File: src/rtl/pipeline_pkg.sv
// Shared types and constants for the fetch/decode boundary of the pipeline.
package pipeline_pkg;

  localparam int INSTR_W = 32;
  localparam int PC_W    = 32;

  localparam logic [INSTR_W-1:0] NOP_INSTR        = 32'h0000_0013;
  localparam logic [PC_W-1:0]    DEFAULT_RESET_PC = 32'h0000_0000;

  typedef struct packed {
    logic [INSTR_W-1:0] instr;
    logic [PC_W-1:0]    pc;
    logic [PC_W-1:0]    pc_plus4;
    logic               valid;
  } if_id_t;

endpackage

File: src/rtl/if_id_reg.sv
// IF/ID pipeline register: one-cycle latency, bubble beats hold beats load.
// Hold freezes contents and kill; a bubble keeps the PC fields but forces NOP.
module if_id_reg
  import pipeline_pkg::*;
#(
  parameter logic [INSTR_W-1:0] NOP = NOP_INSTR
) (
  input  logic   clk,
  input  logic   rst_n,
  input  logic   load,
  input  logic   bubble,
  input  logic   hold,
  input  if_id_t d,
  output if_id_t q,
  output logic   control_kill
);

  if_id_t ifid_q, ifid_d;
  logic   kill_q, kill_d;

  always_comb begin
    ifid_d = ifid_q;
    kill_d = kill_q;
    if (bubble) begin
      ifid_d.instr    = NOP;
      ifid_d.pc       = d.pc;
      ifid_d.pc_plus4 = d.pc_plus4;
      ifid_d.valid    = 1'b0;
      kill_d          = 1'b1;
    end else if (hold) begin
      ifid_d = ifid_q;
      kill_d = kill_q;
    end else if (load) begin
      ifid_d = d;
      kill_d = ~d.valid;
    end
  end

  always_ff @(posedge clk) begin
    if (!rst_n) begin
      ifid_q <= '{instr: NOP, pc: '0, pc_plus4: '0, valid: 1'b0};
      kill_q <= 1'b1;
    end else begin
      ifid_q <= ifid_d;
      kill_q <= kill_d;
    end
  end

  assign q            = ifid_q;
  assign control_kill = kill_q;

endmodule

File: src/rtl/fetch_stage.sv
// Fetch stage: PC register, next-PC select and statistics; fetch latency one cycle.
// Stall freezes everything; redirect overrides stall and inserts a single bubble.
module fetch_stage
  import pipeline_pkg::*;
#(
  parameter logic [PC_W-1:0]    RESET_PC = DEFAULT_RESET_PC,
  parameter logic [INSTR_W-1:0] NOP      = NOP_INSTR
) (
  input  logic               clk,
  input  logic               rst_n,
  input  logic               stall,
  input  logic               redirect,
  input  logic [PC_W-1:0]    redirect_pc,
  output logic [PC_W-1:0]    imem_addr,
  input  logic [INSTR_W-1:0] imem_rdata,
  output logic [INSTR_W-1:0] if_id_instr,
  output logic [PC_W-1:0]    if_id_pc,
  output logic [PC_W-1:0]    if_id_pc_plus4,
  output logic               if_id_valid,
  output logic               control_kill,
  output logic [31:0]        fetch_count,
  output logic [31:0]        flush_count
);

  logic [PC_W-1:0] pc_q, pc_d, pc_plus4;
  logic [31:0]     fetch_q, fetch_d, flush_q, flush_d;
  if_id_t          ifid_in, ifid_out;

  assign pc_plus4 = pc_q + 32'd4;

  always_comb begin
    pc_d    = pc_q;
    fetch_d = fetch_q;
    flush_d = flush_q;
    if (redirect) begin
      pc_d    = redirect_pc & ~32'h3;
      flush_d = flush_q + 32'd1;
    end else if (!stall) begin
      pc_d    = pc_plus4;
      fetch_d = fetch_q + 32'd1;
    end
  end

  always_ff @(posedge clk) begin
    if (!rst_n) begin
      pc_q    <= RESET_PC;
      fetch_q <= '0;
      flush_q <= '0;
    end else begin
      pc_q    <= pc_d;
      fetch_q <= fetch_d;
      flush_q <= flush_d;
    end
  end

  // Bubbles still record the PC that was squashed, which helps trace debug.
  assign ifid_in = '{instr: imem_rdata, pc: pc_q, pc_plus4: pc_plus4, valid: 1'b1};

  if_id_reg #(.NOP(NOP)) u_if_id_reg (
    .clk          (clk),
    .rst_n        (rst_n),
    .load         (~redirect & ~stall),
    .bubble       (redirect),
    .hold         (stall & ~redirect),
    .d            (ifid_in),
    .q            (ifid_out),
    .control_kill (control_kill)
  );

  assign imem_addr      = pc_q;
  assign if_id_instr    = ifid_out.instr;
  assign if_id_pc       = ifid_out.pc;
  assign if_id_pc_plus4 = ifid_out.pc_plus4;
  assign if_id_valid    = ifid_out.valid;
  assign fetch_count    = fetch_q;
  assign flush_count    = flush_q;

endmodule
File: config.mk
export PLATFORM = sky130hd
export DESIGN_NAME = fetch_stage
export DESIGN_NICKNAME = d
export VERILOG_FILES = /design/src/rtl/pipeline_pkg.sv /design/src/rtl/if_id_reg.sv /design/src/rtl/fetch_stage.sv
export SDC_FILE = /design/constraint.sdc
export NUM_CORES = 1
export LEC_CHECK = 0
export CAP_MARGIN = 0
export CELL_PAD_IN_SITES_DETAIL_PLACEMENT = 1
export CELL_PAD_IN_SITES_GLOBAL_PLACEMENT = 1
export CORE_MARGIN = 10
export CORE_UTILIZATION = 31
export DETAILED_ROUTE_END_ITERATION = 12
export GPL_ROUTABILITY_DRIVEN = 0
export MAX_ROUTING_LAYER = met4
export PLACE_DENSITY_LB_ADDON = 0.1
export SYNTH_ARGS = -nofsm -noshare
export SYNTH_HDL_FRONTEND = slang
export SYNTH_HIERARCHICAL = 1
export SYNTH_SLANG_ARGS = --single-unit
File: constraint.sdc
create_clock -name clk -period 2.37 [get_ports clk]
set_input_delay 0.5925 -clock clk [delete_from_list [all_inputs] [get_ports clk]]
set_output_delay 0.5925 -clock clk [all_outputs]
set_load 0.02 [all_outputs]
==> results.txt <==
- Register area: just under 4000 sq um
* Total leakage power: 4.48 nW
- After layout, the worst path uses between 90 and 100% of the clock period.
* Number of placed instances, taps included: between 1.5k and 2k
- Area growth, synth to finish: 44.2%
* Worst-case clock skew: about 16 ps
- The endpoint identified for the worst register-to-register timing path is fetch_count[21].
- Critical Path Source Type: primary input
- The worst register-to-register path has a setup slack of between 150 and 200 ps.
- Critical path start-end classification: primary input to flop
* Hold Path Cell Cnt: 2
* Total power: 7.31 mW
- The filler cells instantiated in the layout total about 3.4k.
- The region available for standard cell placement spans between 20000 and 30000 sq um.
- Along the worst path, the maximum fanout reaches 7.
* Transition time at the pin with the least slew margin: 601 ps
- Largest family of logic cells by synthesized area: simple AND/OR/NAND/NOR gates
- Detailed Routing Iterations Pass 1: 4
- H-tree level count: 4
* Hold Fails Final Rpt: 0
- Synthesized-area fraction occupied by ao, oa, aoi and oai cells: 11.5%
* Area taken by multi-input logic gates: approximately 4600 sq um
- Worst min-delay path startpoint: u_if_id_reg/q[85]
* # port buffers: roughly 260
- Ports placed on the boundary: ~260
- In this run the core area contains 62 standard-cell rows.
* Routed wire length per instance: about 18 um
- In the synthesized netlist the async set-or-reset flop fraction comes to 0%.
* Cell Area, Placed: roughly 12000 sq um
* Post-synthesis share of cell area spent on and, or, nand and nor gates: between 20% and 30%
- DP Wirelength: 23.7 mm
- For this design, the CTS-stage hold fixing added 0 buffers.
- Die width: between 150 and 200 um
- Synthesized-area fraction occupied by xor and xnor cells: ~6.0%
* Nets: between 1k and 1.5k
- Counting every sink on the clock net gives approximately 190.
- Number of flops mapped to enable cells by yosys: 0
* Register area share after synthesis: between 40 and 50%
* Largest vdd supply drop: between 0.3 and 0.4 mV
- Of the total synthesized cell area, the portion taken by full adders, half adders and majority gates is less than 1%.
- Maximum frequency from static timing analysis: ~440 MHz
- In the routed design, unresolved DRC markers number 0.
- From bottom edge to top edge, the die measures 190 um.
- At the worst endpoint, the required time is approximately 2700 ps.
- Area of the mapped netlist: a little under 9000 sq um
* Leading register cell type out of synthesis: sky130_fd_sc_hd__dfxtp_1
- Final hold analysis gives a worst-case slack of between 400 and 500 ps.
- The flow ran to the end, and the final reports show no timing, DRC or antenna violations.
- In this run the clock root is driven by a sky130_fd_sc_hd__clkbuf_16.
* Antenna violations before repair: 7
- Data arrival time of the critical path: 2650 ps
- Effective utilization at floorplan: between 30% and 40%
* Power density cells: roughly 570 nW/um^2
* Normalized max-slew margin: between 50% and 60%
- In this run, synthesis produced a sequential element count of approximately 190.
* Number of buffers inserted during clock tree synthesis: 17
* Worst Hold Endpoint: u_if_id_reg/q[85]
- Clock edge transition at the registers on the reported setup and hold paths: about 80 ps
- The first global-routing pass estimated between 40 and 50 mm of wire.
* Area of the die: around 36000 sq um
- Entering global routing, the biggest net connects 62 pins.
- Type of the most critical hold path: flop to flop
- Minimum clock period: 2290 ps
* Sort of element at the end of the critical path: flop
- Counting cells, the worst reg-to-reg path comes to 5.
* Vias in the first global route: ~8.9k
- In this run the remaining antenna-violating nets after routing total 0.
- Final cell count without fillers: 1750
- Number of setup violations in the final report: 0
- After synthesis, the share of cell area in mux cells is 7.71%.
* Drt initial violations: approximately 340
- Yosys printed 6 warnings.
* Count of mapped cells out of synthesis: between 1k and 1.5k
- Overall Global Routing Usage: about 18%
* Vias post-DR: between 8k and 9k
- Wires add up to 32.0 mm.
* Vias per Instance: slightly below 5
- The max-slew violation total from the final report is 0.
* Fraction of final layout cells sized beyond drive strength 1: under 10%
- Final Instance Area: ~13000 sq um
- TritonCTS built the clock tree.
- Setup repair after global routing missed its margin: no
- Average size of a mapped cell: approximately 8.4 sq um
* Clock Path Buffers: 2
- In this run, distinct cell masters in the synthesized netlist total 49.
* Overall overflow remaining after global route: 0
- Clock Latency Late Sink: between 400 and 500 ps
* Crit Reg-Reg Startpoint: fetch_count[2]
- Max-Cap Viols: 0
[cells in the mapped netlist (3+ instances only)]
master                     instances  area, sq um
sky130_fd_sc_hd__and2_1            4         25.0
sky130_fd_sc_hd__and4_1           13          114
sky130_fd_sc_hd__xor2_1           26          228
sky130_fd_sc_hd__nand2_1         233          875
sky130_fd_sc_hd__or4_1            41          308
sky130_fd_sc_hd__dfxtp_1         192         3840
sky130_fd_sc_hd__buf_6             3         33.8
sky130_fd_sc_hd__mux2i_1          69          691
sky130_fd_sc_hd__clkbuf_1         50          188
sky130_fd_sc_hd__a211oi_1          3         22.5
sky130_fd_sc_hd__ha_1              3         37.5
sky130_fd_sc_hd__a31oi_1          13         81.3
sky130_fd_sc_hd__nand4_1          36          225
sky130_fd_sc_hd__o31ai_1          38          285
sky130_fd_sc_hd__buf_12            6          120
sky130_fd_sc_hd__or3_1            14         87.6
sky130_fd_sc_hd__a21oi_1          80          400
sky130_fd_sc_hd__xnor2_1          35          307
sky130_fd_sc_hd__nor2_1           38          143
sky130_fd_sc_hd__inv_1            17         63.8
sky130_fd_sc_hd__nand2b_1          6         37.5
sky130_fd_sc_hd__buf_2            18         90.1
sky130_fd_sc_hd__nor3_1           15         75.1
sky130_fd_sc_hd__or2_2             5         31.3
sky130_fd_sc_hd__nor2b_1           5         31.3
sky130_fd_sc_hd__nor4_1            4         25.0
sky130_fd_sc_hd__and3_1            6         37.5
sky130_fd_sc_hd__nand3_1          30          150
sky130_fd_sc_hd__o21ai_0          34          170
[area by class of cell]
cell class	instances	share of cell area, %
clock inverter	13	0.960
clock buffer	19	3.43
tap	384	3.72
multi-input combinational	777	35.8
sequential	192	29.8
timing repair buffer	338	25.6
inverter	19	0.552
antenna	8	0.155
[per-stage QoR]
step                setup slack (ps)  setup TNS [ps]  util (%)
finish                          82.1               0      45.1
detailed placement              -540          -26410      42.9
global placement                -517          -21640      42.9
CTS                             47.9               0      45.0
global route                    2.94               0      45.1
floorplan                       2.66               0         -
[worst max path at each step]
stage	depth (start not counted)	slack [ps]	end	start
6_report	6	80	fetch_count[21]	stall
5_1_grt	2	3	imem_addr[2]	imem_addr[2]
4_1_cts	1	50	imem_addr[20]	imem_addr[20]
3_5_place_dp	6	-540	fetch_count[21]	redirect
3_3_place_gp	5	-520	fetch_count[31]	redirect
2_1_floorplan	6	3	fetch_count[27]	redirect
[sequential cells by signal, indices dropped and copies added, names as in the netlist]
name,cells
u_if_id_reg/q,97
fetch_count,32
flush_count,32
imem_addr,30
u_if_id_reg/control_kill,1
[timing repair]
item | 4_1_cts | 5_1_grt
resized for setup | 3 | 2
setup endpoints to repair | 5 | 2
cloned | 1 | 0
setup buffers | 1 | 0
[power breakdown]
part	total, mW	switching [mW]	leakage [nW]	internal [mW]
Clock	2.86	1.44	0.277	1.42
Sequential	3.43	0.0961	1.56	3.33
Combinational	1.02	0.529	2.64	0.487
[cell families after synthesis]
family / after synthesis
compound gates: 176
buf+inv: 100
other cells: 2
mux: 69
xor+xnor: 61
fa+ha+maj: 3
simple gates: 460
flops: 192
[cells in the final DEF (no fill, tap or decap), drive strengths merged, types with 34 or more instances in the layout]
cell type and n:
nand4 36, mux2i 69, a21oi 80, o21ai 34
xnor2 35, nor2 39, o31ai 38, nand2 233
buf 82, or4 43, clkdlybuf4s50 255, dfxtp 192
[critical path, cell delays in order]
cell and delay, ps:
sky130_fd_sc_hd__clkdlybuf4s50_1 420, sky130_fd_sc_hd__or3b_4 420, sky130_fd_sc_hd__or4_4 580, sky130_fd_sc_hd__buf_4 160, sky130_fd_sc_hd__or3_1 310, sky130_fd_sc_hd__a21oi_1 160
[routing by layer]
metal	share of wire, %	vias to the layer above	track usage (%)
met2	48	146	28.4
li1	-	4299	-
met4	0.98	0	4.27
met5	0	-	-
met3	5.9	14	4.58
met1	45	4130	21.8
Power figures use the tool's default switching activity.
